`config.mk`:
```
export PLATFORM = sky130hd
export DESIGN_NAME = pr_dma
export DESIGN_NICKNAME = d
export VERILOG_FILES = /design/src/rtl/pr_dma_pkg.sv /design/src/rtl/pr_dma_regs.sv /design/src/rtl/pr_dma.sv
export SDC_FILE = /design/constraint.sdc
export NUM_CORES = 1
export LEC_CHECK = 0
export CAP_MARGIN = 20
export CORE_ASPECT_RATIO = 1.4
export CORE_MARGIN = 1.5
export CORE_UTILIZATION = 65
export DETAILED_ROUTE_END_ITERATION = 8
export DONT_BUFFER_PORTS = 1
export PLACE_DENSITY = 0.86
export SYNTH_ARGS = -nofsm -noshare
export SYNTH_HDL_FRONTEND = slang
export SYNTH_SLANG_ARGS = --single-unit
```
`constraint.sdc`:
```
create_clock -name clk -period 4.39 [get_ports clk]
set_clock_uncertainty 0.2 [all_clocks]
set_input_delay 0.878 -clock clk [delete_from_list [all_inputs] [get_ports clk]]
set_output_delay 0.878 -clock clk [all_outputs]
set_load 0.01 [all_outputs]
```
`src/rtl/pr_dma_pkg.sv`:
```
// Shared definitions for the Pr-bus DMA initiator: FSM encoding, register map,
// CTRL bit positions and small helpers.
package pr_dma_pkg;

  localparam int unsigned DATA_W = 32;
  localparam int unsigned CNT_W  = 16;
  localparam int unsigned ADDR_W = 2;

  typedef enum logic [1:0] {
    ST_IDLE  = 2'd0,
    ST_READ  = 2'd1,
    ST_WRITE = 2'd2,
    ST_DONE  = 2'd3
  } state_t;

  localparam logic [ADDR_W-1:0] REG_CTRL  = 2'd0;
  localparam logic [ADDR_W-1:0] REG_SRC   = 2'd1;
  localparam logic [ADDR_W-1:0] REG_DST   = 2'd2;
  localparam logic [ADDR_W-1:0] REG_COUNT = 2'd3;

  localparam int unsigned CTRL_BUSY = 0;
  localparam int unsigned CTRL_IM   = 1;
  localparam int unsigned CTRL_DONE = 2;

  localparam logic [DATA_W-1:0] PTR_STEP = 32'd4;

  // Pointers are word aligned; the low two bits never hold state.
  function automatic logic [DATA_W-1:0] word_align(input logic [DATA_W-1:0] a);
    return {a[DATA_W-1:2], 2'b00};
  endfunction

endpackage

```
`src/rtl/pr_dma_regs.sv`:
```
// Register file for pr_dma: CTRL/SRC/DST/COUNT storage, write lockout while a
// transfer is in flight, combinational readback and IRQ generation.
module pr_dma_regs
  import pr_dma_pkg::*;
(
  input  logic                clk,
  input  logic                reset,
  input  logic [ADDR_W-1:0]   addr,
  input  logic                we,
  input  logic [DATA_W-1:0]   data_in,
  input  state_t              state,
  input  logic                advance,
  input  logic                set_done,
  output logic [DATA_W-1:0]   data_out,
  output logic                irq,
  output logic [DATA_W-1:0]   src,
  output logic [DATA_W-1:0]   dst,
  output logic [CNT_W-1:0]    count
);

  logic im;
  logic done;
  logic idle;
  logic ctrl_wr;
  logic done_clr;

  assign idle    = (state == ST_IDLE);
  assign ctrl_wr = we && (addr == REG_CTRL);

  // done is cleared by writing 0 to it, or implicitly by a start from IDLE;
  // a CTRL write landing in the DONE cycle only updates im.
  assign done_clr = ctrl_wr && (state != ST_DONE) &&
                    (!data_in[CTRL_DONE] || (idle && data_in[CTRL_BUSY]));

  always_ff @(posedge clk or posedge reset) begin
    if (reset) begin
      im    <= 1'b0;
      done  <= 1'b0;
      src   <= '0;
      dst   <= '0;
      count <= '0;
    end else begin
      if (ctrl_wr) begin
        im <= data_in[CTRL_IM];
      end

      if (set_done) begin
        done <= 1'b1;
      end else if (done_clr) begin
        done <= 1'b0;
      end

      // Pointer/count writes only land while idle, so they never race advance.
      if (advance) begin
        src   <= src + PTR_STEP;
        dst   <= dst + PTR_STEP;
        count <= count - 16'd1;
      end else if (we && idle) begin
        case (addr)
          REG_SRC:   src   <= word_align(data_in);
          REG_DST:   dst   <= word_align(data_in);
          REG_COUNT: count <= data_in[CNT_W-1:0];
          default:   ;
        endcase
      end
    end
  end

  // Zero-latency readback, selected purely by addr.
  always_comb begin
    data_out = '0;
    case (addr)
      REG_CTRL: begin
        data_out[CTRL_BUSY] = !idle;
        data_out[CTRL_IM]   = im;
        data_out[CTRL_DONE] = done;
      end
      REG_SRC:   data_out = src;
      REG_DST:   data_out = dst;
      REG_COUNT: data_out = {16'd0, count};
      default:   data_out = '0;
    endcase
  end

  assign irq = done & im;

endmodule

```
`src/rtl/pr_dma.sv`:
```
// Pr-bus DMA initiator: copies COUNT words from SRC to DST through a req/gnt
// arbitrated master port, one read beat then one write beat per word.
module pr_dma
  import pr_dma_pkg::*;
(
  input  logic                clk,
  input  logic                reset,
  input  logic [ADDR_W-1:0]   addr,
  input  logic                we,
  input  logic [DATA_W-1:0]   data_in,
  output logic [DATA_W-1:0]   data_out,
  output logic                IRQ,
  output logic                m_req,
  input  logic                m_gnt,
  output logic [DATA_W-1:0]   m_addr,
  output logic                m_we,
  output logic [DATA_W-1:0]   m_wd,
  input  logic [DATA_W-1:0]   m_rd
);

  state_t            state;
  state_t            state_nx;
  logic [DATA_W-1:0] word_buf;
  logic [DATA_W-1:0] src;
  logic [DATA_W-1:0] dst;
  logic [CNT_W-1:0]  count;
  logic              ctrl_wr;
  logic              start;
  logic              abort;
  logic              load_buf;
  logic              advance;
  logic              set_done;

  assign ctrl_wr = we && (addr == REG_CTRL);
  assign start   = ctrl_wr && data_in[CTRL_BUSY];
  assign abort   = ctrl_wr && !data_in[CTRL_BUSY];

  pr_dma_regs u_regs (
    .clk      (clk),
    .reset    (reset),
    .addr     (addr),
    .we       (we),
    .data_in  (data_in),
    .state    (state),
    .advance  (advance),
    .set_done (set_done),
    .data_out (data_out),
    .irq      (IRQ),
    .src      (src),
    .dst      (dst),
    .count    (count)
  );

  always_ff @(posedge clk or posedge reset) begin
    if (reset) begin
      state    <= ST_IDLE;
      word_buf <= '0;
    end else begin
      state <= state_nx;
      if (load_buf) begin
        word_buf <= m_rd;
      end
    end
  end

  // Abort takes priority over a same-cycle grant so pointers stay put.
  always_comb begin
    state_nx = state;
    load_buf = 1'b0;
    advance  = 1'b0;
    set_done = 1'b0;
    case (state)
      ST_IDLE: begin
        if (start) begin
          state_nx = (count == '0) ? ST_DONE : ST_READ;
        end
      end
      ST_READ: begin
        if (abort) begin
          state_nx = ST_IDLE;
        end else if (m_gnt) begin
          load_buf = 1'b1;
          state_nx = ST_WRITE;
        end
      end
      ST_WRITE: begin
        if (abort) begin
          state_nx = ST_IDLE;
        end else if (m_gnt) begin
          advance  = 1'b1;
          state_nx = (count == 16'd1) ? ST_DONE : ST_READ;
        end
      end
      ST_DONE: begin
        set_done = 1'b1;
        state_nx = ST_IDLE;
      end
      default: state_nx = ST_IDLE;
    endcase
  end

  // Master port is a pure function of state and registers, so it holds
  // steady for as long as the grant is withheld.
  always_comb begin
    m_req  = 1'b0;
    m_we   = 1'b0;
    m_addr = '0;
    case (state)
      ST_READ: begin
        m_req  = 1'b1;
        m_addr = src;
      end
      ST_WRITE: begin
        m_req  = 1'b1;
        m_we   = 1'b1;
        m_addr = dst;
      end
      default: ;
    endcase
  end

  assign m_wd = word_buf;

endmodule
```
# Yosys cells after proc, flatten, opt, wreduce, memory -nomap -nowiden
# Index checks and enable logic that the tools add are counted.
# W data, S select, Z words.
[op_classes]
addsub = 3
eq_ne = 11
mux = 29
bitwise_logic = 1
n_reduce_logical = 24
[op_table]
columns = ["operator", "count"]
rows = [
  ["$mux W32", 6],
  ["$pmux W29 S3", 1],
  ["$add A32 B3 Y32 const B", 2],
  ["$pmux W32 S2", 1],
  ["$mux W16", 3],
  ["$eq A16 B1 Y1 const B", 1],
  ["$logic_not A16 Y1", 1],
  ["$sub A16 B1 Y16 const B", 1],
  ["$mux W2", 7],
  ["$pmux W3 S4", 1],
  ["$reduce_bool A2 Y1", 5],
  ["$mux W1", 9],
  ["$eq A2 B2 Y1 const B", 4],
  ["$pmux W2 S4", 1],
  ["$logic_and A1 B1 Y1", 7],
  ["$ne A3 B3 Y1 const B", 2],
  ["$reduce_and A2 Y1", 3],
  ["$eq A2 B1 Y1 const B", 2],
  ["$logic_not A2 Y1", 2],
  ["$ne A2 B2 Y1 const B", 2],
  ["$logic_not A1 Y1", 3],
  ["$reduce_and A3 Y1", 1],
  ["$reduce_or A2 Y1", 1],
  ["$and A1 B1 Y1", 1],
  ["$logic_or A1 B1 Y1", 1],
]
[word_totals]
regBits = 116
in_bits = 70
output_inout_bits = 99
wordCells = 75

# Depth between registers and ports, before layout
# Gate-level depths: netlist of the first run.
[logic_depth]
ltp_word = 7
mapped_depth = 11
mapped_depth_nobuf = 7

# By module
# A second synthesis of the first run with hierarchy kept.
[unflattened]
cells_unflattened = 818
hier_area_um2 = 7400.8
[modules_own_cells]
columns = ["module", "instances", "cells_per_inst", "area_per_inst_um2", "seq_area_each_um2"]
rows = [
  ["pr_dma_regs", 1, 644, 5310.1, 1951.9],
  ["pr_dma", 1, 174, 2090.8, 850.8],
]

# Worst setup path after synthesis of the first run
# No wires, ideal clock.
[synth_timing]
kind = "input -> output"
from = "input addr[0]"
to = "output data_out[16]"
arrival_ps = 2065
required_time_ps = 3312
slack_ps = 1247
cell_stages = 5
path_buffers = 3
path_cell_list = "clkbuf_1 -> nor2b_1 -> clkbuf_1 -> buf_1 -> a22o_1"
[synth_between]
elab_chain_len = 2
word_cells_on_any_way = 4
classes_between = "eq/ne (3); mux (1)"
[synth_lines]
columns = ["item", "line", "source"]
rows = [
  ["from (decl)", "pr_dma.sv:8", "input logic [ADDR_W-1:0] addr,"],
  ["$eq A2 B2 Y1 / $eq A2 B1 Y1 (equally long branches)", "pr_dma_regs.sv:72", "case (addr)"],
  ["$pmux W29 S3 (*)", "pr_dma_regs.sv:72", ""],
  ["to (decl)", "pr_dma.sv:11", "output logic [DATA_W-1:0] data_out,"],
]
# Mark *: on every way between the ends. The rest lies on a longest branch, timed or not.

# Worst setup path after layout of the first run
[layout_timing]
from = "register state[1]"
to = "output m_addr[15]"
[layout_between]
elab_chain_len = 2
word_cells_on_any_way = 3
classes_between = "eq/ne (2); mux (1)"
[layout_lines]
columns = ["item", "line", "source"]
rows = [
  ["from (decl)", "pr_dma.sv:21", "state_t state;"],
  ["from (signal assigned)", "pr_dma.sv:59", "state <= state_nx;"],
  ["$eq A2 B2 Y1 / $eq A2 B1 Y1 (equally long branches)", "pr_dma.sv:108", "case (state)"],
  ["$pmux W32 S2 (*)", "pr_dma.sv:108", ""],
  ["to (decl)", "pr_dma.sv:15", "output logic [DATA_W-1:0] m_addr,"],
]
# Marks and branches as above.

==> flow_metrics.tcl, run 1 <==
set metrics [dict create \
    drive_above_1_share 0.1274 \
    setup_tns_ns 0 \
    dieArea_um2 11530 \
    worst_pin_slew_ns 1.103 \
    cts_hold_buf 0 \
    place.gp.congestion 0.9601 \
    drc_errors 0 \
    avgSynthCellArea_um2 8.825 \
    finalHoldWorstSlack_ns 0.3176 \
    stdcell_count 907 \
    slew_headroom 0.2584 \
    end_kind "primary output" \
    root_buffer "clkbuf_16" \
    r2r_slack_ns 1.16 \
    swShare 0.4635 \
    synth_top_area_frac 0.3960 \
    crit_type "flop to primary output" \
    min_path_cells 1 \
    placed_cells 891 \
    switching_power_w 0.002609 \
    cts_resized 0 \
    startpoint_type "flop" \
    cts.sinks 112 \
    maxSlewViolCount 0 \
    final_cell_mix "dfrtp_1, nor2_1, nand2_1" \
    timing.rr.end "u_regs.src[27]" \
    wire_per_inst_um 24.15 \
    fin_crit_sh 0.7719 \
    r2r_cells 9 \
    seqPwrFrac 0.405 \
    grtUsageMet1 0.4501 \
    yosys_warnings 0 \
    grtUsageMet3 0.06835 \
    clk_latency_ns 0.36 \
    synthTopCellsByArea "dfrtp_1, mux2_2, nor2_1" \
    synth_top_area_cell "dfrtp_1" \
    synth_cell_type_count 65 \
    synth_edf_count 0 \
    die_h_um 126.5 \
    final_nets 843 \
    p_comb_frac 0.438 \
    synthArstFlopShare 1.000 \
    setup_violations 0 \
    clkPwrFrac 0.156 \
    final_util 0.7117 \
    ant_nets 0 \
    cts_buffers 9 \
    grt_usage 0.3818 \
    power_leakage_nw 2.909 \
    grt_max_degree 76 \
    r2r-start "state[0]" \
    ioPinCount 169 \
    p_int_w 0.003021 \
    gr-usage-met2 0.6550 \
    cp_data_arrival_time_ns 2.31 \
    clk_pin_slew_ns 0.08 \
    layout_commonest_cell "dfrtp_1" \
    hp-class "flop to flop" \
    min-delay-start "u_regs.count[10]" \
    drtIter0Drc 697 \
    required_ns 3.31 \
    fmax_mhz 295.1 \
    grt-busiest-layer "met2" \
    clockBufferDepth 2 \
    postCtsSetupBuffers 0 \
    min_to "u_regs.count[10]" \
    final.min_clock_period_ns 3.389 \
    grt_pass1_wl_um 34690 \
    tritoncts "done" \
    grt_setup_unrepaired "false" \
    status "finished, final reports clean" \
    portBuffers 0 \
    dp_hpwl_um 15670 \
    power.density_nw_per_um2 756.2 \
    die_w_um 91.20 \
    viasPerCell 7.401 \
    hold_viol 0 \
    synth-main-ff-cell "dfrtp_1" \
    synth.cell_area_um2 7078 \
    grt_pass1_vias 6627 \
    antenna_found_initial 0 \
    antenna_cells 0 \
    vias 6713 \
    gr-total-overflow 0 \
    cap_violations 0 \
    ctsHtreeMaxLevel 3 \
    start_util 0.6767 \
    synth_cells 802 \
    seq_area_frac_synth 0.3960 \
    ys_ff_latch 112 \
    drt-pass1-iter-count 6 \
    core_area_um2 10460 \
    ir_worst_vdd_uv 433.9 \
    area_growth_pct 5.179 \
    std_cell_rows 44 \
    wl_um 21900 \
    path_max_fanout 17 \
]
## power groups by stage
| stage | registers, W | clock network, W | logic (W) |
|---|---|---|---|
| final | 0.00228 | 0.000880 | 0.00247 |
| after global routing | 0.00235 | 0.000916 | 0.00270 |
| after CTS | 0.00225 | 0.000877 | 0.00244 |
| after detailed placement | 0.00227 | 0 | 0.00243 |
| after global placement | 0.00224 | 0 | 0.00233 |
| after floorplan | 0.00199 | 0 | 0.00204 |
## synth_stat cells (21+ instances only)
cell type,count
a211oi_1,24
a21oi_1,51
a22o_1,30
a22oi_1,32
clkbuf_1,52
dfrtp_1,112
mux2_2,44
nand2_1,55
nand3_1,27
nor2_1,82
nor2b_1,35
nor3_1,21
o21ai_0,35
## state kept, by name (all words and copies together) (netlist names)
register / flops
m_wd: 32
u_regs.im: 1
u_regs.dst: 30
state: 2
u_regs.done: 1
u_regs.src: 30
u_regs.count: 16
## worst max path at each step
| stage | from | endpoint | slack [ns] |
|---|---|---|---|
| after CTS | state[1] | m_addr[15] | 1.05 |
| after global routing | state[1] | m_addr[15] | 0.90 |
| final | state[1] | m_addr[15] | 1.00 |
| after floorplan | reset | m_wd[0] | 0.35 |
| after global placement | addr[1] | u_regs.src[11] | 0.86 |
| after detailed placement | addr[1] | u_regs.src[27] | 0.80 |
## layer usage
| metal | routed length (um) | part of all wire |
|---|---|---|
| met5 | 0 | 0 |
| met4 | 1060 | 0.048 |
| met3 | 2164 | 0.099 |
| met2 | 11030 | 0.50 |
| met1 | 7643 | 0.35 |
## layout make-up
cell class              count  area [um2]
inverters                  18       70.07
flip-flops and latches    112        2803
well taps                 138       172.7
clock inverters             6       75.07
fillers                   802        3015
multi-input cells         605        3950
clock buffers              10       239.0
repair buffers             18       135.1
## critical path, stage by stage (launching register included)
cell and delay [ns]:
dfrtp_1 0.40, inv_1 0.15, ha_1 0.64, buf_4 0.37
a22oi_1 0.15, nor2b_1 0.23
## metrics by stage
step | total power, W | setup slack (ns) | instance area (um2)
2_1_floorplan | 0.004035 | 0.3530 | 7082
3_3_place_gp | 0.004568 | 0.8641 | 7131
6_report | 0.005630 | 1.001 | 7445
5_1_grt | 0.005963 | 0.9026 | 7445
4_1_cts | 0.005569 | 1.051 | 7445
3_5_place_dp | 0.004697 | 0.8019 | 7131
## kinds of logic after synthesis
logic type | synth area share
AND/OR/NAND/NOR | 0.2104
adder cells (fa/ha/maj) | 0.01591
other | 0.0005298
buffers and inverters | 0.04790
flip-flops | 0.3960
AO/OA/AOI/OAI | 0.2411
multiplexers | 0.08326
XOR/XNOR | 0.004951
(Power assumes the default switching activity.)
==> inputs of run 2 (changes only) <==
CORE_UTILIZATION = 58   (was 65)
PLACE_DENSITY = 0.81   (was 0.86)
clock period = 2.9 ns   (was 4.39 ns; I/O delays follow)
==> flow_metrics.tcl, run 2 (same netlist as run 1, synthesis figures left out) <==
set metrics [dict create \
    crit_type "flop to primary output" \
    final.min_clock_period_ns 2.773 \
    core_area_um2 11880 \
    r2r_cells 5 \
    largest_register_ffs 32 \
    setup_tns_ns 0 \
    drt-pass1-iter-count 6 \
    fin_crit_sh 0.9562 \
    viasPerCell 7.283 \
    cp_num_buf_inv 2 \
    wl_um 22480 \
    grt_setup_unrepaired "false" \
    startpoint_type "flop" \
    area_growth_pct 6.965 \
    drtIter0Drc 853 \
    path_max_fanout 33 \
    grt_max_degree 113 \
    status "finished, final reports clean" \
    cp_num_cells 5 \
    ant_nets 0 \
    power.density_nw_per_um2 1121 \
    dp_hpwl_um 16100 \
    hold_viol 0 \
    slew_headroom 0.4986 \
    gr-total-overflow 0 \
    clk_latency_ns 0.36 \
    cap_violations 0 \
    required_ns 2.12 \
    cp_cell_sequence "inv_1, ha_1, buf_4, a22oi_1, nor2b_1" \
    grt_pass1_wl_um 34750 \
    clk_pin_slew_ns 0.07 \
    vias 6773 \
    antenna_cells 0 \
    cts_buffers 9 \
    finalPower_w 0.008488 \
    power_leakage_nw 2.966 \
    grt_pass1_vias 6606 \
    clockBufferDepth 2 \
    dieArea_um2 12890 \
    tritoncts "done" \
    portBuffers 0 \
    cp_data_arrival_time_ns 1.99 \
    end_kind "primary output" \
    layout_commonest_cell "dfrtp_1" \
    drive_above_1_share 0.1443 \
    wire_per_inst_um 24.18 \
    drc_errors 0 \
    antenna_found_initial 0 \
    fmax_mhz 360.6 \
    critPathMaxStageDelay_ns 0.42 \
    setup_violations 0 \
    die_w_um 96.37 \
    final_nets 857 \
    place.gp.congestion 0.9630 \
    std_cell_rows 47 \
    hp-class "primary input to async pin" \
    start_util 0.5958 \
    cts.sinks 112 \
    ir_worst_vdd_uv 576.4 \
    postCtsSetupBuffers 0 \
    critPathSlowestCell "dfrtp_1" \
    worst_pin_slew_ns 0.7452 \
    maxSlewViolCount 0 \
    ioPinCount 169 \
    final_cell_mix "dfrtp_1, nor2_1, nand2_1" \
    critical-path-top-delay-family "buffers and inverters" \
    grt_usage 0.3529 \
    die_h_um 133.7 \
    root_buffer "clkbuf_16" \
    cts_hold_buf 0 \
    ctsHtreeMaxLevel 3 \
]
==> run 2: changes by cell type in the layout (fill, tap and decap cells not counted), sizes merged <==
cell and delta:
buf +14, clkinvlp +2, inv -2, bufinv -1
clkbuf +1
==> run 2: metal layers <==
| metal | GRT usage | wire (um) | part of all wire | up-vias |
|---|---|---|---|---|
| met5 | 0 | 0 | 0 | - |
| met4 | 0.1997 | 1244 | 0.055 | 0 |
| met3 | 0.06107 | 2446 | 0.11 | 121 |
| met2 | 0.5814 | 10930 | 0.49 | 513 |
| met1 | 0.4268 | 7861 | 0.35 | 3191 |
| li1 | - | - | - | 2948 |
==> run 2: stage by stage <==
stage / util / cells / worst slack [ns] / hold WS [ns] / area (um2)
floorplan: - / 803 / 0.2300 / 0.2680 / 7086
global placement: 0.6123 / 914 / 0.3003 / 0.3016 / 7273
detailed placement: 0.6123 / 914 / 0.1847 / 0.3142 / 7273
CTS: 0.6361 / 930 / 0.08596 / 0.1086 / 7556
global route: 0.6374 / 930 / 0.04678 / 0.1418 / 7571
finish: 0.6374 / 930 / 0.1271 / 0.06534 / 7571
==> run 2: area by class of cell <==
type                            count  area (um2)
Clock buffer                       11       242.7
Clock inverter                      5       40.04
Fill cell                         968        4308
Inverter                           18       71.32
Multi-Input combinational cell    605        3961
Sequential cell                   112        2803
Tap cell                          147       183.9
Timing Repair Buffer               32       269.0
==> run 2: worst register-to-register path: stages, from the launching register on <==
cell	delay (ns)
dfrtp_1	0.45
or3_4	0.42
or3_1	0.43
or3b_1	0.47
or4_1	0.52
a22oi_2	0.17
==> run 2: worst paths after layout <==
| path | to | slack (ns) | from |
|---|---|---|---|
| max in group asynchronous | u_regs.src[3] | 1.98 | reset |
| setup reg to reg | state[1] | 0.18 | u_regs.count[3] |
| hold / removal | m_wd[16] | 0.07 | reset |
| setup / recovery | m_addr[13] | 0.13 | state[1] |
| min in group clk | u_regs.dst[18] | 0.15 | data_in[18] |
| hold reg to reg | u_regs.count[10] | 0.33 | u_regs.count[10] |
==> run 2: power by group <==
part           switching, W  internal (W)
logic               0.00224       0.00160
clock network      0.000591      0.000615
registers           0.00112       0.00231
total               0.00396       0.00453
==> run 2: what timing repair did <==
action | in CTS | in global routing
endpoints found under the setup margin | 0 | 11
resized for setup | 0 | 4
hold endpoints to repair | 0 | 0
==> inputs of run 3 (changes only) <==
CORE_UTILIZATION = 50   (was 58)
PLACE_DENSITY = 0.73   (was 0.81)
clock period = 2.4 ns   (was 2.9 ns; I/O delays follow)
==> flow_metrics.tcl, run 3 (same netlist as run 1, synthesis figures left out) <==
set metrics [dict create \
    viasPerCell 6.873 \
    status "complete, but fails checks" \
    power_leakage_nw 3.555 \
    hp-class "primary input to flop" \
    postLayoutCellArea_um2 8767 \
    std_cell_rows 51 \
    setup_slack_ns -0.04779 \
    cap_violations 0 \
    final_nets 943 \
    ctsHtreeMaxLevel 3 \
    setup_tns_ns -0.07307 \
    setup_violations 4 \
    place.gp.congestion 1.010 \
    grt_pass1_vias 6989 \
    r2r_slack_ns 0.01 \
    start_util 0.5112 \
    hold_viol 0 \
    drc_errors 0 \
    fmax_mhz 408.5 \
    antenna_cells 0 \
    area_growth_pct 23.86 \
    drtIter0Drc 744 \
    ant_nets 0 \
    cp_data_arrival_time_ns 1.77 \
    ir_worst_vdd_uv 707.1 \
    clk_latency_ns 0.36 \
    layout_commonest_cell "dfrtp_1" \
    startpoint_type "flop" \
    portBuffers 0 \
    vias 7244 \
    die_w_um 103.6 \
    drive_above_1_share 0.2842 \
    die_h_um 143.8 \
    dp_hpwl_um 17810 \
    grt_setup_unrepaired "true" \
    finalHoldWorstSlack_ns 0.05479 \
    place_area_um2 7966 \
    finalPower_w 0.01254 \
    clk_pin_slew_ns 0.07 \
    end_kind "primary output" \
    tritoncts "done" \
    worst_pin_slew_ns 0.5029 \
    gr-total-overflow 0 \
    drt-pass1-iter-count 5 \
    wire_per_inst_um 24.05 \
    cts.sinks 112 \
    grt_usage 0.3288 \
    path_max_fanout 11 \
    root_buffer "clkbuf_16" \
    core_area_um2 13850 \
    clockBufferDepth 2 \
    wl_um 25350 \
    fillCellCount 1167 \
    dieArea_um2 14890 \
    fin_crit_sh 1.020 \
    ioPinCount 169 \
    slew_headroom 0.6622 \
    cts_buffers 9 \
    final_cell_mix "dfrtp_1, buf_4, nor2_1" \
    crit_type "flop to primary output" \
    antenna_found_initial 0 \
    power.density_nw_per_um2 1431 \
    largest_register_ffs 32 \
    grt_max_degree 54 \
    grt_pass1_wl_um 37910 \
    maxSlewViolCount 0 \
    final.min_clock_period_ns 2.448 \
    violations "setup timing" \
    required_ns 1.72 \
]
[run 3: path summary, 6_finish.rpt]
path	startpoint	endpoint	depth (start not counted)
hold reg to reg	u_regs.dst[2]	u_regs.dst[2]	1
setup / recovery	state[0]	m_addr[6]	6
hold / removal	data_in[12]	u_regs.src[12]	1
min in group asynchronous	reset	m_wd[3]	2
setup reg to reg	u_regs.count[3]	state[1]	5
max in group asynchronous	reset	u_regs.dst[2]	3
[run 3: critical path, cell delays in order (launching register included)]
cell	delay (ns)
dfrtp_1	0.37
inv_2	0.06
buf_6	0.12
ha_4	0.36
buf_8	0.18
nor2b_2	0.20
buf_6	0.13
[run 3: layout make-up]
type                       instances  area [um2]  area share
tap                              185       231.5     0.02640
timing repair buffer             118        1132      0.1292
sequential                       112        2804      0.3198
clock inverter                     2       35.03    0.003996
clock buffer                      14       284.0     0.03240
inverter                          18       71.32    0.008135
multi-input combinational        605        4209      0.4801
[run 3: per-layer routing]
metal	track usage	vias up	wire length, um
li1	-	3130	-
met4	0.2032	0	1646
met3	0.06757	124	2103
met5	0	-	0
met1	0.3643	3505	9100
met2	0.5821	485	12500
[run 3: timing repair]
item                                    in CTS  in global routing
pin swaps                                    2                  7
hold buffers                                 1                  0
endpoints found under the setup margin      38                 53
buffers inserted                             5                  2
hold endpoints to repair                     6                  0
gates resized for setup                     21                 49
cloned                                       2                  3
[run 3: per-stage QoR]
step	cells	utilization	setup WS, ns
final	1054	0.6331	-0.04779
after global routing	1054	0.6331	-0.08316
after CTS	1049	0.6121	-0.005830
after detailed placement	1025	0.5753	-0.08215
after global placement	1025	0.5753	0.009034
after floorplan	803	-	-0.1159
[run 3: where the power goes]
part	internal, W	switching (W)
logic	0.00334	0.00353
registers	0.00279	0.00127
clock network	0.000924	0.000687
total	0.00705	0.00549
